[src/rtl/secuenciador_credito.sv]
// secuenciador_credito: credit-limited stepper that walks estado_actual toward a target, dwelling in each state.
// Optional 7-segment decode of estado_actual is enabled with macro DISPLAY7SEG_EN.
module secuenciador_credito #(
  parameter int DWELL_CYCLES = 16
) (
  input  logic       clk,
  input  logic       rst,
  input  logic [3:0] sw_credito,
  input  logic       carga,
  input  logic       avance,
  input  logic [2:0] estado_obj,
  output logic [3:0] estado_actual,
  output logic       credito_ok,
  output logic       ocupado,
  output logic       fin,
  output logic       sin_credito,
  output logic [6:0] seg
);
  typedef enum logic [1:0] {REPOSO, AVANZA, ESPERA, FIN} estado_t;
  estado_t st, st_n;
  logic [2:0] c_s, a_s, est, obj;
  logic [1:0] arm;
  logic [3:0] credito;
  logic [7:0] dwell;
  logic [4:0] suma;
  logic ev_carga, ev_avance, inicio, agotado;
  // Edges are masked until the edge detectors have refilled after reset, so levels held through reset never fire.
  assign ev_carga  = c_s[1] & ~c_s[2] & (arm == 2'd3);
  assign ev_avance = a_s[1] & ~a_s[2] & (arm == 2'd3);
  assign inicio    = ev_avance && st == REPOSO && credito != 4'd0 && estado_obj != est;
  assign agotado   = st == ESPERA && dwell == 8'd0 && est != obj && credito == 4'd0;
  assign suma      = {1'b0, credito} + (ev_carga ? {1'b0, sw_credito} : 5'd0) - {4'd0, st == AVANZA};
  assign estado_actual = {1'b0, est};
  assign ocupado = st != REPOSO;
  assign fin     = st == FIN;
  always_ff @(posedge clk or posedge rst)
    if (rst) st <= REPOSO;
    else st <= st_n;
  always_comb begin
    st_n = st;
    case (st)
      REPOSO: st_n = inicio ? AVANZA : REPOSO;
      AVANZA: st_n = ESPERA;
      ESPERA: st_n = dwell != 8'd0 ? ESPERA : est == obj ? FIN : credito != 4'd0 ? AVANZA : REPOSO;
      FIN:    st_n = REPOSO;
    endcase
  end
  always_ff @(posedge clk or posedge rst)
    if (rst) begin
      c_s         <= '0;
      a_s         <= '0;
      arm         <= '0;
      credito     <= '0;
      credito_ok  <= 1'b0;
      est         <= '0;
      obj         <= '0;
      dwell       <= '0;
      sin_credito <= 1'b0;
    end else begin
      c_s        <= {c_s[1:0], carga};
      a_s        <= {a_s[1:0], avance};
      arm        <= arm == 2'd3 ? arm : arm + 2'd1;
      credito    <= suma[4] ? 4'hF : suma[3:0];
      credito_ok <= suma != 5'd0;
      if (inicio) obj <= estado_obj;
      if (st == AVANZA) begin
        est   <= est + 3'd1;
        dwell <= 8'(DWELL_CYCLES - 1);
      end else if (st == ESPERA && dwell != 8'd0) dwell <= dwell - 8'd1;
      sin_credito <= inicio ? 1'b0 : agotado ? 1'b1 : sin_credito;
    end
`ifdef DISPLAY7SEG_EN
  always_ff @(posedge clk or posedge rst)
    if (rst) seg <= 7'h3F;
    else
      case (est)
        3'd0: seg <= 7'h3F;
        3'd1: seg <= 7'h06;
        3'd2: seg <= 7'h5B;
        3'd3: seg <= 7'h4F;
        3'd4: seg <= 7'h66;
        3'd5: seg <= 7'h6D;
        3'd6: seg <= 7'h7D;
        default: seg <= 7'h07;
      endcase
`else
  assign seg = '0;
`endif
endmodule

[config.mk]
export PLATFORM = sky130hd
export DESIGN_NAME = secuenciador_credito
export DESIGN_NICKNAME = d
export VERILOG_FILES = /design/src/rtl/secuenciador_credito.sv
export SDC_FILE = /design/constraint.sdc
export NUM_CORES = 1
export LEC_CHECK = 0
export BUFFER_PORTS_ARGS = -buffer_cell sky130_fd_sc_hd__buf_2
export CAP_MARGIN = 20
export CORE_MARGIN = 8
export CORE_UTILIZATION = 60
export CTS_CLUSTER_DIAMETER = 150
export DETAILED_ROUTE_END_ITERATION = 6
export PLACE_DENSITY = 0.91
export SETUP_SLACK_MARGIN = 0.2
export SLEW_MARGIN = 40
export SYNTH_ARGS = -nofsm -noshare
export SYNTH_HDL_FRONTEND = slang
export SYNTH_SLANG_ARGS = --single-unit
[constraint.sdc]
create_clock -name clk -period 6.3 [get_ports clk]
set_input_delay 0.315 -clock clk [delete_from_list [all_inputs] [get_ports clk]]
set_output_delay 0.315 -clock clk [all_outputs]
set_load 0.02 [all_outputs]
Word level (Yosys, flattened, before mapping)

Index checks and enable logic that the tools add are counted.

Memory bits (read-only): 0
Memories: 0
Input bits: 11
Register bits: 30
Bits in writable memories: 0
Latch bits: 0
Output and inout port bits: 15

Shift operators: 0
Div/mod/pow operators: 0
Multiplexer cells: 11
Bitwise logic cells: 6
Reductions and logical operators: 16
Add/subtract/negate cells: 5
Equality and inequality tests: 7
$lt $le $gt $ge: 0
Multipliers: 0

Operator list:

| operator                                          | count |
|---|---|
| 2-to-1 mux 8 bit                                  | 2 |
| logical NOT 8 bit                                 | 1 |
| 2-to-1 mux 4 bit                                  | 2 |
| case mux 2 bit (4 select lines)                   | 1 |
| nonzero test 8 bit                                | 1 |
| subtractor 8 x 1 -> 8 bit (second input constant) | 1 |
| logical AND 1 bit                                 | 7 |
| == test 2 bit (second input constant)             | 3 |
| != test 3 bit                                     | 2 |
| nonzero test 2 bit                                | 3 |
| adder 4 x 4 -> 5 bit                              | 1 |
| nonzero test 5 bit                                | 1 |
| subtractor 5 x 1 -> 5 bit                         | 1 |
| AND 1 bit                                         | 4 |
| logical NOT 4 bit                                 | 1 |
| 2-to-1 mux 1 bit                                  | 4 |
| 2-to-1 mux 2 bit                                  | 2 |
| nonzero test 4 bit                                | 1 |
| adder 3 x 1 -> 3 bit (second input constant)      | 1 |
| == test 3 bit                                     | 1 |
| adder 2 x 1 -> 2 bit (second input constant)      | 1 |
| == test 2 x 1 -> 1 bit (second input constant)    | 1 |
| logical NOT 2 bit                                 | 1 |
| NOT 1 bit                                         | 2 |

Depth between registers and ports, before layout

Depth in word-level cells: 8
Gate-level depth with buffers: 12

Worst setup path after synthesis

Ideal clock, no wire load.

Path type: flip-flop to flip-flop
Start point: reg arm[0]
End point: reg credito_ok
Arrival: 2536 ps
Cell stages (with the launch flop): 13
Period minus slack after synthesis: 2668 ps
Setup slack: 3632 ps
Library setup time: 131 ps
Path buffers: 0
Path through: dfrtp_1 > ha_1 > nand2_1 > nor2_1 > nand2_1 > ha_1 > inv_1 > ha_1 > fa_1 > a21o_1 > a21oi_1 > xnor2_1 > or3_1

Cells in the longest elaborated chain, start to end: 6

Ends and longest elaborated chain:

| element                   | line | text |
|---|---|---|
| start: declaration        | 22   | `logic [1:0] arm;` |
| start signal: assignment  | 62   | `arm <= arm == 2'd3 ? arm : arm + 2'd1;` |
| == test 2 bit             | 28   | `assign ev_carga = c_s[1] & ~c_s[2] & (arm == 2'd3);` |
| AND 1 bit                 | 28   |  |
| 2-to-1 mux 4 bit          | 32   | `assign suma = {1'b0, credito} + (ev_carga ? {1'b0, sw_credito} : 5'd0) - {4'd0, st == AVANZA};` |
| adder 4 x 4 -> 5 bit      | 32   |  |
| subtractor 5 x 1 -> 5 bit | 32   |  |
| nonzero test 5 bit        | 64   | `credito_ok <= suma != 5'd0;` |
| end signal: assignment    | 54   | `credito_ok <= 1'b0;` |
| end signal: assignment    | 64   |  |
| end: declaration          | 13   | `output logic credito_ok,` |

No other way between the ends.
A chain may end at the register's enable or synchronous reset.

Final worst setup path

Start point: reg st[1]
End point: reg credito_ok

Cells in the longest elaborated chain, start to end: 3

Ends and longest elaborated chain:

| element                   | line | text |
|---|---|---|
| start: declaration        | 20   | `estado_t st, st_n;` |
| start signal: assignment  | 38   | `else st <= st_n;` |
| == test 2 x 1 -> 1 bit    | 32   |  |
| subtractor 5 x 1 -> 5 bit | 32   |  |
| nonzero test 5 bit        | 64   |  |

No other way between the ends.

==> summary.md <==
| Metric | Value |
|---|---|
| DIE AREA | ~4600 sq um |
| NumNets Final | approximately 200 |
| Cell family with most CP delay | adder cells |
| Inserted Clock Buffers | 5 |
| Slew Viols, Final | 0 |
| CTS tree | done |
| Worst path cell trace | inv_1, nand2_1, clkinv_1, ha_1, inv_1, ha_1, fa_1, a21o_1, a21oi_1, xnor2_1, or3_1 |
| Residual DRC | 0 |
| Finished Layout Cells | between 200 and 250 |
| Setup_tns | 0 ns |
| Library cells used by synthesis | 36 |
| Die span in y | between 60 and 70 um |
| Mean Syn Cell Area | between 10 and 15 sq um |
| Die W | around 68 um |
| First-pass GRT wire length | 5130 um |
| Most frequent cells in the layout | dfrtp_1, nand2_1, buf_2, inv_1, ha_1 |
| Final hold vios | 0 |
| Max Root-Sink Buffers | 2 |
| Final WL | between 3000 and 4000 um |
| Skew-Pair Late Insertion Delay | between 0.3 and 0.4 ns |
| Mapped Area | about 1600 sq um |
| Yosys warns | 0 |
| Top post-synthesis cells by area | dfrtp_1, ha_1, xnor2_1 |
| Final worst path period share | 0.474 |
| CP Max Fanout | 8 |
| PnR worst setup slack | ~3.3 ns |
| Core Rows | 19 |
| Power Density | 445 nW/um^2 |
| Setup Fix Bufs, Post-CTS | 0 |
| Vias in the first global route | 1200 |
| Worst path max stage delay | 0.48 ns |
| Setup CP Type | flop to flop |
| Final setup fails | 0 |
| CP endpoint kind | flop |
| Min-Delay Path Class | primary input to asynchronous set/reset pin |
| Seq/Total Area, Yosys | 0.463 |
| Clock Sinks | 30 |
| Synthesized flop and latch total | 30 |
| Synth top area share | 0.463 |
| DRT iter0 DRCs | 74 |
| Post-synthesis cell count | between 150 and 200 |
| Status | completed |
| Slew @ Worst Pin | between 0.6 and 0.7 ns |
| Clock Tree Root | clkbuf_4 |
| Hold_ws | around 0.044 ns |
| Via count | about 1100 |
| Port Buf Inserts | 17 |
| Crit path buffers/inverters | 3 |
| Layout cells sized above 1 | 0.209 |
| Drt wl/cell | around 15 um |
| Initial antenna violation count | 0 |
| Met2 wire len | about 1600 um |
| # Max-Cap Violations | 0 |
| Hold_buf cts | 0 |
| Worst EP required | ~6.5 ns |
| Largest net degree at the start of global routing | 31 |
| Clock slew at reported path FFs | 0.09 ns |
| Peak Freq | 0.335 GHz |
| DP Worst Slack | 3.32 ns |
| TritonRoute pass-1 iters | 4 |
| Worst setup SP type | flop |
| Commonest non-fill, non-tap cell in the layout | dfrtp_1 |
| Maximum vdd drop | 0.351 mV |
| Area delta synth->final | 8.87% |
| Gr usage total | 0.150 |
| Placed Cells | 200 |
| P_leak | between 0.8 and 0.9 nW |
| Grt ovf | 0 |
| Routed Antenna Nets | 0 |
| Highest routed layer | met4 |
| Number of H-tree levels | 2 |
| Routability cong. | ~0.80 |
| Clk_skew | between 0.007 and 0.008 ns |
| Slew margin rel. | 0.594 |
| Starting Density | 0.609 |
| Arr. time, crit path | approximately 3.2 ns |
| Met3 wire length | about 170 um |
| Post_cts resized | 0 |
| Tmin final | between 2 and 3 ns |
| Post-detail-place hpwl | between 2000 and 2500 um |
| Yosys top cell by area | dfrtp_1 |
| Routed vias/inst | about 5.4 |
| # IOs | 26 |
| Slowest cell on the critical path | dfrtp_1 |
| Core ar. | ~2700 sq um |
| Antenna cells | 0 |
| RSZ-0062 raised after global routing | false |
| DRT met1 WL | approximately 1200 um |
==> registers in the layout (all words and copies together), names as in the netlist <==
register and cells:
a_s 3, arm 2, c_s 3, credito 4, credito_ok 1, dwell 8
est 3, obj 3, sin_credito 1, st 2
==> cell families (layout without fill, tap and decap cells) <==
group	count (synthesis)	in the layout	synth area share
AOI/OAI and AO/OA	18	18	0.0732
muxes	6	6	0.0470
xor gates and xnor gates	12	12	0.0648
DFF	30	30	0.463
buffers and inverters	27	42	0.0825
adders and majority gates	12	12	0.0971
and+or+nand+nor	49	49	0.170
other	1	8	0.00231
==> Yosys cell counts <==
cell type  count
nor3_4         1
o21bai_1       1
conb_1         1
o311ai_1       1
mux2_2         1
buf_2          2
fa_1           1
ha_1          11
o31ai_1        1
nor4_4         1
a31oi_1        4
nand2b_1       2
xnor2_1        9
buf_4          8
clkinv_1       1
a211oi_1       2
or2_2          3
o21ai_0        1
nor3b_1        2
a21o_1         2
nor2_1         7
or4_4          1
dfrtp_1       30
a32o_1         1
inv_1         16
mux2_4         3
a21oi_1        5
mux2i_1        2
and2_1         2
nor3_1         5
or3_1          1
nand2_1       17
or4b_1         1
nand3_1        5
xor2_1         3
nand4_2        1
==> power breakdown <==
group / internal (mW) / switching, mW / total, mW
registers: 0.251 / 0.0689 / 0.319
clock network: 0.0540 / 0.0663 / 0.120
logic: 0.157 / 0.189 / 0.346
total: 0.461 / 0.324 / 0.785
==> routing by layer <==
metal,GRT usage,vias up
met5,0,-
met4,0.0946,0
met3,0.0491,8
met2,0.259,23
met1,0.152,550
li1,-,545
==> per-stage QoR <==
step	power (mW)	util	instance area (sq um)
floorplan	0.584	-	1650
detailed placement	0.666	0.640	1700
global placement	0.638	0.640	1700
finish	0.785	0.664	1770
global route	0.850	0.664	1770
CTS	0.788	0.662	1760
==> area by class of cell <==
type,instances,area (sq um)
clock buffer,7,55.1
clock inverter,1,5.00
fill,208,896
inverter,17,63.8
multi-input combinational,105,768
sequential,30,751
tap,31,38.8
timing repair buffer,17,85.1
==> final timing paths <==
kind                              from          to  slack, ns  depth (start not counted)
worst min register to register  a_s[0]      a_s[1]       0.36                          0
max in group asynchronous          rst      c_s[2]       5.86                          2
min in group clk                avance      a_s[0]       0.08                          1
worst min-delay path               rst      c_s[1]       0.04                          2
worst max register to register   st[1]  credito_ok       3.31                         11
worst max-delay path             st[1]  credito_ok       3.31                         11
No activity file was read; power rests on OpenSTA's default activity.
